<file path="src/rtl/spi_write_controller_pkg.sv">
// Shared definitions for the SPI slave write path: FSM encoding, default widths and the
// configuration-memory address windows used by the write and read controllers.
package spi_write_controller_pkg;

  typedef enum logic [1:0] {
    WR_IDLE = 2'd0,
    WR_RECV = 2'd1,
    WR_DONE = 2'd2
  } wr_state_e;

  localparam int unsigned DATA_WL_DEF = 8;
  localparam int unsigned ADDR_WL_DEF = 5;

  // Write and read windows are disjoint so the two controllers never collide.
  localparam logic [ADDR_WL_DEF-1:0] WR_START_ADDR = 5'd0;
  localparam logic [ADDR_WL_DEF-1:0] WR_LAST_ADDR  = 5'd19;
  localparam logic [ADDR_WL_DEF-1:0] RD_START_ADDR = 5'd20;
  localparam logic [ADDR_WL_DEF-1:0] RD_LAST_ADDR  = 5'd28;

endpackage

</file>
<file path="src/rtl/spi_shift_in.sv">
// Serial-to-parallel shifter, MSB first, with a bit counter that flags the final bit of a word.
module spi_shift_in
  import spi_write_controller_pkg::*;
#(
  parameter int unsigned DATA_WL = DATA_WL_DEF
) (
  input  logic               clk_i,
  input  logic               rst_ni,
  input  logic               clr_i,
  input  logic               en_i,
  input  logic               bit_i,
  output logic               byte_done_o,
  output logic [DATA_WL-1:0] byte_o
);

  localparam int unsigned CntW = $clog2(DATA_WL);
  localparam logic [CntW-1:0] CntMax = CntW'(DATA_WL - 1);

  // Only DATA_WL-1 bits are stored; the final bit is taken straight from the input.
  logic [DATA_WL-2:0] sr_q, sr_d;
  logic [CntW-1:0]    cnt_q, cnt_d;

  assign byte_o      = {sr_q, bit_i};
  assign byte_done_o = en_i && (cnt_q == CntMax);

  always_comb begin
    sr_d  = sr_q;
    cnt_d = cnt_q;
    if (clr_i) begin
      sr_d  = '0;
      cnt_d = '0;
    end else if (en_i) begin
      sr_d  = byte_o[DATA_WL-2:0];
      cnt_d = (cnt_q == CntMax) ? '0 : cnt_q + CntW'(1);
    end
  end

  always_ff @(posedge clk_i or negedge rst_ni) begin
    if (!rst_ni) begin
      sr_q  <= '0;
      cnt_q <= '0;
    end else begin
      sr_q  <= sr_d;
      cnt_q <= cnt_d;
    end
  end

endmodule

</file>
<file path="src/rtl/spi_write_controller.sv">
// SPI slave receive path: assembles MOSI bytes and writes them into the configuration memory
// at an auto-incrementing address, pulsing oWr_DONE after the last address of the window.
module spi_write_controller
  import spi_write_controller_pkg::*;
#(
  parameter int unsigned         DATA_WL    = DATA_WL_DEF,
  parameter int unsigned         ADDR_WL    = ADDR_WL_DEF,
  parameter logic [ADDR_WL-1:0]  START_ADDR = WR_START_ADDR,
  parameter logic [ADDR_WL-1:0]  LAST_ADDR  = WR_LAST_ADDR
) (
  input  logic               iCLK,
  input  logic               iRSTn,
  input  logic               iCLR,
  input  logic               iEN,
  input  logic               MOSI,
  output logic               oWr_EN,
  output logic [ADDR_WL-1:0] oWr_ADDR,
  output logic [DATA_WL-1:0] oWr_DATA,
  output logic               oWr_DONE
);

  logic               byte_done;
  logic [DATA_WL-1:0] byte_val;

  wr_state_e          state_q;
  logic               wr_en_q;
  logic [ADDR_WL-1:0] addr_q;
  logic [DATA_WL-1:0] wr_data_q;

  spi_shift_in #(
    .DATA_WL (DATA_WL)
  ) u_shift (
    .clk_i       (iCLK),
    .rst_ni      (iRSTn),
    .clr_i       (iCLR),
    .en_i        (iEN),
    .bit_i       (MOSI),
    .byte_done_o (byte_done),
    .byte_o      (byte_val)
  );

  always_ff @(posedge iCLK or negedge iRSTn) begin
    if (!iRSTn) begin
      state_q   <= WR_IDLE;
      wr_en_q   <= 1'b0;
      addr_q    <= START_ADDR;
      wr_data_q <= '0;
    end else if (iCLR) begin
      state_q   <= WR_IDLE;
      wr_en_q   <= 1'b0;
      addr_q    <= START_ADDR;
      wr_data_q <= '0;
    end else begin
      wr_en_q <= byte_done;
      if (byte_done) begin
        wr_data_q <= byte_val;
      end
      // Address advances as the strobe cycle ends, so it names the target during the strobe.
      if (wr_en_q) begin
        addr_q <= (addr_q == LAST_ADDR) ? START_ADDR : addr_q + ADDR_WL'(1);
      end
      unique case (state_q)
        WR_IDLE: if (iEN) state_q <= WR_RECV;
        WR_RECV: if (wr_en_q && (addr_q == LAST_ADDR)) state_q <= WR_DONE;
        WR_DONE: state_q <= iEN ? WR_RECV : WR_IDLE;
        default: state_q <= WR_IDLE;
      endcase
    end
  end

  assign oWr_EN   = wr_en_q;
  assign oWr_ADDR = addr_q;
  assign oWr_DATA = wr_data_q;
  assign oWr_DONE = (state_q == WR_DONE);

endmodule

</file>
<file path="config.mk">
export PLATFORM = sky130hd
export DESIGN_NAME = spi_write_controller
export DESIGN_NICKNAME = d
export VERILOG_FILES = /design/src/rtl/spi_write_controller_pkg.sv /design/src/rtl/spi_shift_in.sv /design/src/rtl/spi_write_controller.sv
export SDC_FILE = /design/constraint.sdc
export NUM_CORES = 1
export LEC_CHECK = 0
export BUFFER_PORTS_ARGS = -buffer_cell sky130_fd_sc_hd__buf_4
export CAP_MARGIN = 40
export CORE_MARGIN = 4
export CORE_UTILIZATION = 55
export DETAILED_ROUTE_END_ITERATION = 10
export PLACE_DENSITY = 0.86
export SLEW_MARGIN = 5
export SYNTH_ARGS = -nofsm -noshare
export SYNTH_HDL_FRONTEND = slang
export SYNTH_SLANG_ARGS = --single-unit
export TNS_END_PERCENT = 5
</file>
<file path="constraint.sdc">
create_clock -name iCLK -period 2.4 [get_ports iCLK]
set_clock_uncertainty 0.15 [all_clocks]
set_input_delay 0.12 -clock iCLK [delete_from_list [all_inputs] [get_ports iCLK]]
set_output_delay 0.12 -clock iCLK [all_outputs]
set_load 0.005 [all_outputs]
</file>
* After elaboration in Yosys (flattened, before gate mapping)
Index checks and enable logic that the tools add are counted.
Cells by class: add/subtract/negate cells 2, equal/unequal tests 6, multiplexer cells 16, reductions and logical operators 7
Operator list (number):
- 8-bit 2-to-1 mux | 2
- 5-bit 2-to-1 mux | 3
- 7-bit 2-to-1 mux | 2
- 3-bit 2-to-1 mux | 3
- 2-bit 2-to-1 mux | 3
- 3-bit inequality test (second input constant) | 2
- 2-bit one-hot mux with 3 select lines | 1
- 2-bit nonzero test | 3
- 5-bit by 1-bit adder with 5-bit output (second input constant) | 1
- 5-bit equality test (second input constant) | 1
- 3-bit by 1-bit adder with 3-bit output (second input constant) | 1
- 3-bit equality test (second input constant) | 1
- 2-bit by 1-bit equality test with 1-bit output (second input constant) | 1
- 2-bit equality test (second input constant) | 1
- 1-bit logical AND | 2
- 2-bit logical NOT | 1
- 1-bit 2-to-1 mux | 2
- 2-bit AND reduction | 1
Word-level totals: register bits after elaboration 26, output and inout bits 15, logic and storage cells 37

* Depth between registers and ports, before layout
Gate-level depths: netlist of run 1.
depth in word-level cells 5, depth in mapped cells 6

* Hierarchy
A second synthesis of run 1 with hierarchy kept.
Unflattened totals: cell total of the unflattened synthesis 97, area total of the unflattened synthesis 1142.3 um2
Modules (own cells, without submodules):
- spi_write_controller | instances 1, cells each 60, area an instance 698.2 um2, sequential area each 400.4 um2
- spi_shift_in | instances 1, cells each 37, area an instance 444.2 um2, sequential area each 250.2 um2

* Worst setup path after synthesis of run 1
OpenSTA, ideal clock, no wires.
kind register to register, start reg u_shift.cnt_q[0], end reg wr_data_q[2] (netlist: oWr_DATA[2]), setup time 0.078 ns, arrival time 1.281 ns, required time 2.172 ns, path slack 0.891 ns, stages on the path, launching flop included 7, path buffers 1, cell sequence dfrtp_1 ha_1 ha_1 buf_2 nand2_1 nand2_1 a21oi_1
Between the ends: cells in the longest elaborated chain, start to end 3
RTL lines:
- start, declared | RTL line spi_shift_in.sv:21 | logic [CntW-1:0] cnt_q, cnt_d;
- start signal, assigned | RTL line spi_shift_in.sv:44 | cnt_q <= cnt_d;
- 3-bit equality test | RTL line spi_shift_in.sv:24 | assign byte_done_o = en_i && (cnt_q == CntMax);
- 1-bit logical AND | RTL line spi_shift_in.sv:24
- 2-bit nonzero test (no line)
- end signal, assigned | RTL line spi_write_controller.sv:56 | wr_data_q <= byte_val;
- end, declared | RTL line spi_write_controller.sv:28 | logic [DATA_WL-1:0] wr_data_q;
No other way between the ends. A chain may end at the register's enable or synchronous reset.

* Final worst setup path of run 1
start reg u_shift.cnt_q[0], end reg wr_data_q[4] (netlist: oWr_DATA[4])
The elaborated chain is that of the path after synthesis.

==> reports/metrics.cfg, run 1 <==
[yosys]
synth.cell_area_mm2=0.00114
synth_cell_types=25
ys_async_sr_fraction=1.00
yosysMostFrequentCell=dfrtp_1
ys_dominant_reg_cell=dfrtp_1
synth_top_area_cell=dfrtp_1
ys_warn_count=0
syn-instance-count=109
yosys-top-cells-area=dfrtp_1, mux2i_1, a21oi_1
synthTopCellsByCount=dfrtp_1, a21oi_1, nor2_1
netlist.area_leader.share=0.568
synth_area_per_cell_um2=10.5
syn_nets=117
synth_seq_area_share=0.568
synth-edff-count=0
synth-seq-cells=26

[clock_network]
tritoncts=done
clock_sinks=26
clk_path_buf_depth=2
cts_made_buffers=3
cts_root_buf=clkbuf_4
path_clk_slew_ns=0.13
cts_resized=0
h-tree-depth=1
clk_latency_ns=0.32

[floorplanning]
die_h_um=53.6
die_w_um=53.6
dieArea_mm2=0.00288
ios=20
core_area_mm2=0.00196
num_rows=16
start_util=0.584

[sta]
grt_setup_unrepaired=false
hold_slack_ns=0.0113
final-hold-violation-count=0
clock.fmax_ghz=0.596
relSlewSlack=0.764
tns_ns=0
min_period_ns=1.68
setup_viol=0
fin_crit_sh=0.699
tightest_slew_ns=0.350
slew_viol_final=0
layout_setup_ws_ns=0.721

[drt]
vias_per_cell=5.46
antenna_left=0
vias=857
dr.first_iter.drc_count=7
dr.pass1.iters=4
routedWlPerCell_um=13.7
routed_wl_mm=2.16
drc=0

[grt]
grt_pass1_wl_mm=3.64
grt_antenna_before_repair=0
grt_overflow=0
grt_pass1_vias=817
grt_max_degree=27
grtUsageTotal=0.182

[power_and_ir_drop]
powerDensity_mw_per_mm2=520
ir_drop_mv=0.471
power_leakage_nw=0.677
power_uw=713

[setup_path]
reg2reg_to=oWr_DATA[4]
path_cells=ha_1, ha_1, nand2_1, nand2_1, a21oi_1
critPathArrivalTime_ns=1.79
r2r.worst_path.cells=5
crit_required_ns=2.51
cp-end-kind=flop
slowest_stage=dfrtp_1
start_kind=flop
path_class=reg -> reg
path_buf_inv=0
critPathMaxFanout=10
critPathTopFamily=adder cells
r2r_setup_slack_ns=0.72
worstReg2RegStart=u_shift.cnt_q[0]
slowest_delay_ns=0.42

[placement]
dp_worst_setup_slack_ns=0.732
hpwl_mm=1.57
io_buffers=19
place_inst=149
place_area_mm2=0.00129
place_congestion=0.722

[cells_and_area]
syn_to_final_growth_pct=19.7
n_fill_cell=170
instances_no_fill=157
fin_nets=139
drive_gt1_frac=0.192
antenna_cells=0
postLayoutCellArea_mm2=0.00137
post-route-util=0.698

[min_path]
min_delay_path_depth=3
hold_path_startpoint=iEN
hold_end=oWr_DATA[5]
min_path_type=in -> reg

[outcome]
status=complete, no violations

[job]
cap_violations=0

[logic make-up after synthesis]
group | after synthesis | synth area share
compound gates | 16 | 0.0732
xor+xnor | 1 | 0.00765
fa+ha+maj | 3 | 0.0328
buf+inv | 7 | 0.0273
flops | 26 | 0.568
mux | 9 | 0.0787
simple gates | 47 | 0.212
[repair_timing]
action,in CTS,in global routing
setup buffers,0,0
endpoints found under the hold margin,45,0
hold buffers,4,0
[layout by cell type (no fill, tap or decap), drive strengths merged]
cell,n
and2,1
or3b,1
mux2i,9
nand3b,1
or3,1
nand3,8
and2b,1
and3,1
a21oi,13
nor2,13
nor3b,1
o32ai,1
dfrtp,26
inv,1
clkbuf,4
o21ai,2
ha,3
dlygate4sd3,4
nor2b,2
nand2b,2
nand4,1
and4b,1
nand2,12
buf,19
nor4bb,1
xor2,1
[power by group]
part | internal [mW] | total (mW) | leakage [nW] | switching, mW
logic | 0.0180 | 0.0453 | 0.297 | 0.0274
clock network | 0.0929 | 0.218 | 0.0210 | 0.125
registers | 0.444 | 0.450 | 0.360 | 0.00520
[area by class of cell]
class / count / area, µm² / share of cell area
timing repair buffer: 23 / 183 / 0.133
clock buffer: 4 / 36.3 / 0.0265
sequential: 26 / 651 / 0.475
tap: 27 / 33.8 / 0.0247
multi-input combinational: 76 / 463 / 0.338
inverter: 1 / 3.75 / 0.00274
[metal layers]
metal / vias to the layer above / global-route usage / part of all wire
met1: 417 / 0.203 / 0.41
met3: 5 / 0.0388 / 0.047
li1: 414 / - / -
met4: 0 / 0.119 / 0.024
met2: 21 / 0.312 / 0.52
met5: - / 0 / 0
[worst max-delay path by stage]
stage                           startpoint     endpoint  cells after the start
after floorplan           u_shift.cnt_q[0]  oWr_DATA[2]                      6
after global placement    u_shift.cnt_q[0]  oWr_DATA[4]                      5
after detailed placement  u_shift.cnt_q[0]  oWr_DATA[4]                      5
after CTS                 u_shift.cnt_q[0]  oWr_DATA[4]                      5
after global routing      u_shift.cnt_q[0]  oWr_DATA[6]                      5
final                     u_shift.cnt_q[0]  oWr_DATA[4]                      5
[worst reg2reg max path: stages, from the launching register on]
cell and delay, ns:
dfrtp_1 0.42, ha_1 0.21, ha_1 0.31, nand2_1 0.27
nand2_1 0.08, a21oi_1 0.16
[state kept, by name (all words and copies together) (netlist names)]
| name | count |
|---|---|
| u_shift.cnt_q | 3 |
| oWr_DATA | 8 |
| state_q | 2 |
| u_shift.sr_q | 7 |
| oWr_EN | 1 |
| oWr_ADDR | 5 |
No activity file was read; power rests on OpenSTA's default activity.
==> inputs of run 2 (changes only) <==
- CORE_UTILIZATION: 55 -> 53
- PLACE_DENSITY: 0.86 -> 0.83
- clock period: 2.4 -> 1.6 ns (I/O delays scaled with it)
==> reports/metrics.cfg, run 2 (synthesis gave the netlist of run 1 again) <==
[power_and_ir_drop]
ir_drop_mv=0.517  ; +9.8%
powerDensity_mw_per_mm2=831  ; +60%
power_leakage_nw=0.704  ; +4.0%

[sta]
min_period_ns=1.53  ; -0.146 ns
clock.fmax_ghz=0.652  ; +9.5%
slew_viol_final=0  ; unchanged
grt_setup_unrepaired=false
tns_ns=0  ; unchanged
relSlewSlack=0.784  ; +0.0207
tightest_slew_ns=0.323  ; -0.0261 ns
setup_viol=0  ; unchanged
fin_crit_sh=0.958  ; +0.259
final-hold-violation-count=0  ; unchanged
hold_slack_ns=0.0285  ; +0.0171 ns

[placement]
io_buffers=19  ; unchanged
place_area_mm2=0.00131  ; +1.2%
place_congestion=0.806  ; +12%
place_inst=151  ; +1.3%
hpwl_mm=1.51  ; -4.1%

[cells_and_area]
fin_nets=142  ; +2.2%
largest_reg_flops=8  ; unchanged
drive_gt1_frac=0.233  ; +0.0408
postLayoutCellArea_mm2=0.00143  ; +4.5%
n_fill_cell=150  ; -12%
antenna_cells=0  ; unchanged
layout_common_cells=dfrtp_1, buf_4, nor2_1
syn_to_final_growth_pct=25.0
final_common_cell=dfrtp_1
instances_no_fill=160  ; +1.9%

[drt]
dr.pass1.iters=4  ; unchanged
dr.first_iter.drc_count=10  ; +3
drc=0  ; unchanged
vias=856  ; -0.12%
antenna_left=0  ; unchanged
routed_wl_mm=2.24  ; +3.7%
routedWlPerCell_um=14.0  ; +1.8%
vias_per_cell=5.35  ; -2.0%

[setup_path]
slowest_delay_ns=0.44  ; +0.02 ns
critPathMaxFanout=4  ; -6
r2r_setup_slack_ns=0.07  ; -0.65 ns
slowest_stage=dfrtp_1
critPathTopFamily=simple AND/OR/NAND/NOR gates
cp-end-kind=flop
start_kind=flop
path_cells=ha_2, nor4bb_4, or3b_1, a21oi_2
crit_required_ns=1.71  ; -0.80 ns
path_class=reg -> reg
critPathArrivalTime_ns=1.64  ; -0.15 ns
path_buf_inv=0  ; unchanged

[floorplanning]
core_area_mm2=0.00200  ; +2.0%
num_rows=16  ; unchanged
ios=20  ; unchanged
die_h_um=54.5  ; +1.6%
start_util=0.572  ; -0.0117
dieArea_mm2=0.00297  ; +3.2%
die_w_um=54.5  ; +1.6%

[clock_network]
h-tree-depth=1  ; unchanged
path_clk_slew_ns=0.14  ; about the same
clock_sinks=26  ; unchanged
cts_made_buffers=3  ; unchanged
tritoncts=done
clk_latency_ns=0.32  ; about the same
cts_root_buf=clkbuf_4
clk_path_buf_depth=2  ; unchanged

[job]
cap_violations=0  ; unchanged

[grt]
grt_pass1_vias=840  ; +2.8%
grt_pass1_wl_mm=3.74  ; +2.6%
grtUsageTotal=0.177  ; -0.00564
grt_max_degree=27  ; unchanged
grt_overflow=0  ; unchanged
grt_antenna_before_repair=0  ; unchanged

[min_path]
min_path_type=in -> async

[outcome]
status=complete, no violations

==> run 2: area by class of cell <==
type                            count  area [µm²]  area share
Sequential cell                    26         651       0.455
Multi-Input combinational cell     76         485       0.339
Timing Repair Buffer               26         205       0.143
Tap cell                           27        33.8      0.0236
Clock inverter                      1        30.0      0.0210
Clock buffer                        3        22.5      0.0157
Inverter                            1        3.75     0.00262
==> run 2: metrics by stage <==
step	util	setup WS [ns]	power (mW)
after floorplan	-	0.0909	0.722
after global placement	0.654	0.0998	0.746
after detailed placement	0.654	0.0580	0.748
after CTS	0.700	0.0251	1.19
after global routing	0.715	0.00568	1.23
final	0.715	0.0670	1.19
==> run 2: path summary, 6_finish.rpt <==
path                             startpoint           to  cells after the start
worst max-delay path            oWr_ADDR[1]  oWr_ADDR[0]                      4
worst min-delay path                  iRSTn  oWr_DATA[7]                      2
worst max register to register  oWr_ADDR[1]  oWr_ADDR[0]                      4
worst min register to register   state_q[0]   state_q[0]                      1
max in group asynchronous             iRSTn  oWr_ADDR[1]                      2
min in group iCLK                state_q[0]   state_q[0]                      1
==> run 2: power breakdown <==
part	switching, mW	internal (mW)	total, mW
combinational	0.0414	0.0269	0.0683
sequential	0.00777	0.667	0.675
clock	0.193	0.253	0.446
total	0.242	0.947	1.19
==> run 2: what timing repair did <==
| item | CTS | global route |
|---|---|---|
| endpoints found under the setup margin | 0 | 11 |
| buffers inserted | 0 | 1 |
| endpoints found under the hold margin | 51 | 0 |
| resized for setup | 0 | 5 |
| hold buffers | 4 | 0 |
==> run 2: per-layer routing <==
layer	up-vias	GRT usage	part of all wire
li1	422	-	-
met1	414	0.228	0.43
met2	16	0.301	0.52
met3	4	0.0245	0.032
met4	0	0.0622	0.019
met5	-	0	0
==> inputs of run 3 (changes only) <==
- MAX_ROUTING_LAYER: unset -> met4
==> reports/metrics.cfg, run 3 (synthesis gave the netlist of run 1 again) <==
[cells_and_area]
final_common_cell=dfrtp_1
fin_nets=142  ; unchanged
instances_no_fill=160  ; unchanged
antenna_cells=0  ; unchanged
syn_to_final_growth_pct=25.0  ; unchanged
n_fill_cell=150  ; unchanged
layout_common_cells=dfrtp_1, buf_4, nor2_1
largest_reg_flops=8  ; unchanged
drive_gt1_frac=0.233  ; unchanged
postLayoutCellArea_mm2=0.00143  ; unchanged

[setup_path]
start_kind=flop
critPathArrivalTime_ns=1.64  ; about the same
r2r.worst_path.cells=4  ; unchanged
worstReg2RegStart=oWr_ADDR[1]
critPathMaxFanout=4  ; unchanged
r2r_setup_slack_ns=0.07  ; about the same
reg2reg_to=oWr_ADDR[0]
crit_required_ns=1.71  ; about the same
cp-end-kind=flop
path_class=reg -> reg

[clock_network]
cts_made_buffers=3  ; unchanged
clk_latency_ns=0.32  ; about the same
clk_path_buf_depth=2  ; unchanged
cts_root_buf=clkbuf_4
tritoncts=done
h-tree-depth=1  ; unchanged
path_clk_slew_ns=0.14  ; about the same
clock_sinks=26  ; unchanged

[drt]
dr.pass1.iters=4  ; unchanged
vias=853  ; -0.35%
vias_per_cell=5.33  ; -0.35%
dr.first_iter.drc_count=10  ; unchanged
antenna_left=0  ; unchanged
routed_wl_mm=2.24  ; +0.22%
drc=0  ; unchanged
routedWlPerCell_um=14.0  ; +0.22%

[grt]
grt_max_degree=27  ; unchanged
grt_pass1_wl_mm=3.74  ; unchanged
grt_pass1_vias=841  ; +0.12%
grtUsageTotal=0.182  ; +0.00504
grt_overflow=0  ; unchanged
grt_antenna_before_repair=0  ; unchanged

[sta]
setup_viol=0  ; unchanged
final-hold-violation-count=0  ; unchanged
fin_crit_sh=0.958  ; about the same
tightest_slew_ns=0.325  ; +0.00120 ns
tns_ns=0  ; unchanged
clock.fmax_ghz=0.652  ; about the same
grt_setup_unrepaired=false
slew_viol_final=0  ; unchanged
relSlewSlack=0.784  ; -0.000798
min_period_ns=1.53  ; -0.0000100 ns

[power_and_ir_drop]
power_leakage_nw=0.704  ; unchanged
ir_drop_mv=0.517  ; about the same
powerDensity_mw_per_mm2=831  ; about the same

[outcome]
status=complete, no violations

[floorplanning]
die_h_um=54.5  ; unchanged
core_area_mm2=0.00200  ; unchanged
num_rows=16  ; unchanged
dieArea_mm2=0.00297  ; unchanged
die_w_um=54.5  ; unchanged
start_util=0.572  ; unchanged
ios=20  ; unchanged

[placement]
hpwl_mm=1.51  ; unchanged
io_buffers=19  ; unchanged
place_congestion=0.817  ; +1.4%
place_area_mm2=0.00131  ; unchanged
place_inst=151  ; unchanged

[job]
cap_violations=0  ; unchanged

[min_path]
min_path_type=in -> async

## run 3: what timing repair did
item                                   in CTS  in global routing
resized for setup                           0                  5
setup endpoints to repair                   0                 11
endpoints found under the hold margin      51                  0
hold buffers                                4                  0
buffers inserted                            0                  1
## run 3: worst max path at each step
| stage | depth (start not counted) | endpoint | from |
|---|---|---|---|
| CTS | 4 | state_q[1] | oWr_ADDR[1] |
| global route | 4 | state_q[1] | oWr_ADDR[1] |
| finish | 4 | oWr_ADDR[0] | oWr_ADDR[1] |
| detailed placement | 5 | oWr_DATA[5] | u_shift.cnt_q[0] |
| global placement | 5 | oWr_DATA[3] | u_shift.cnt_q[0] |
| floorplan | 6 | oWr_DATA[2] | u_shift.cnt_q[0] |
## run 3: cell type report
cell class | count | area (µm²) | share of cell area
Clock inverter | 1 | 30.0 | 0.0210
Tap cell | 27 | 33.8 | 0.0236
Inverter | 1 | 3.75 | 0.00262
Sequential cell | 26 | 651 | 0.455
Multi-Input combinational cell | 76 | 485 | 0.339
Timing Repair Buffer | 26 | 205 | 0.143
Clock buffer | 3 | 22.5 | 0.0157
## run 3: layer usage
metal / wire (µm) / track usage / up-vias
met5: 0 / - / -
met4: 42 / 0.0622 / 0
met3: 69 / 0.0245 / 4
met2: 1170 / 0.301 / 14
met1: 963 / 0.228 / 412
li1: - / - / 423
## run 3: through the flow
step	total power [mW]	worst slack (ns)	util	hold slack, ns
after global routing	1.23	0.00568	0.715	0.0414
after detailed placement	0.748	0.0580	0.654	-0.148
final	1.19	0.0670	0.715	0.0283
after CTS	1.19	0.0251	0.700	0.0365
after global placement	0.746	0.0998	0.654	-0.150
after floorplan	0.722	0.0909	-	-0.366
## run 3: report_power, final
| group | switching, mW | total [mW] | internal (mW) |
|---|---|---|---|
| clock network | 0.193 | 0.447 | 0.253 |
| logic | 0.0416 | 0.0685 | 0.0269 |
| registers | 0.00776 | 0.675 | 0.667 |
## run 3: worst max-delay path: stages, from the launching register on
cell	delay, ns
dfrtp_1	0.44
ha_2	0.20
nor4bb_4	0.17
or3b_1	0.38
a21oi_2	0.13
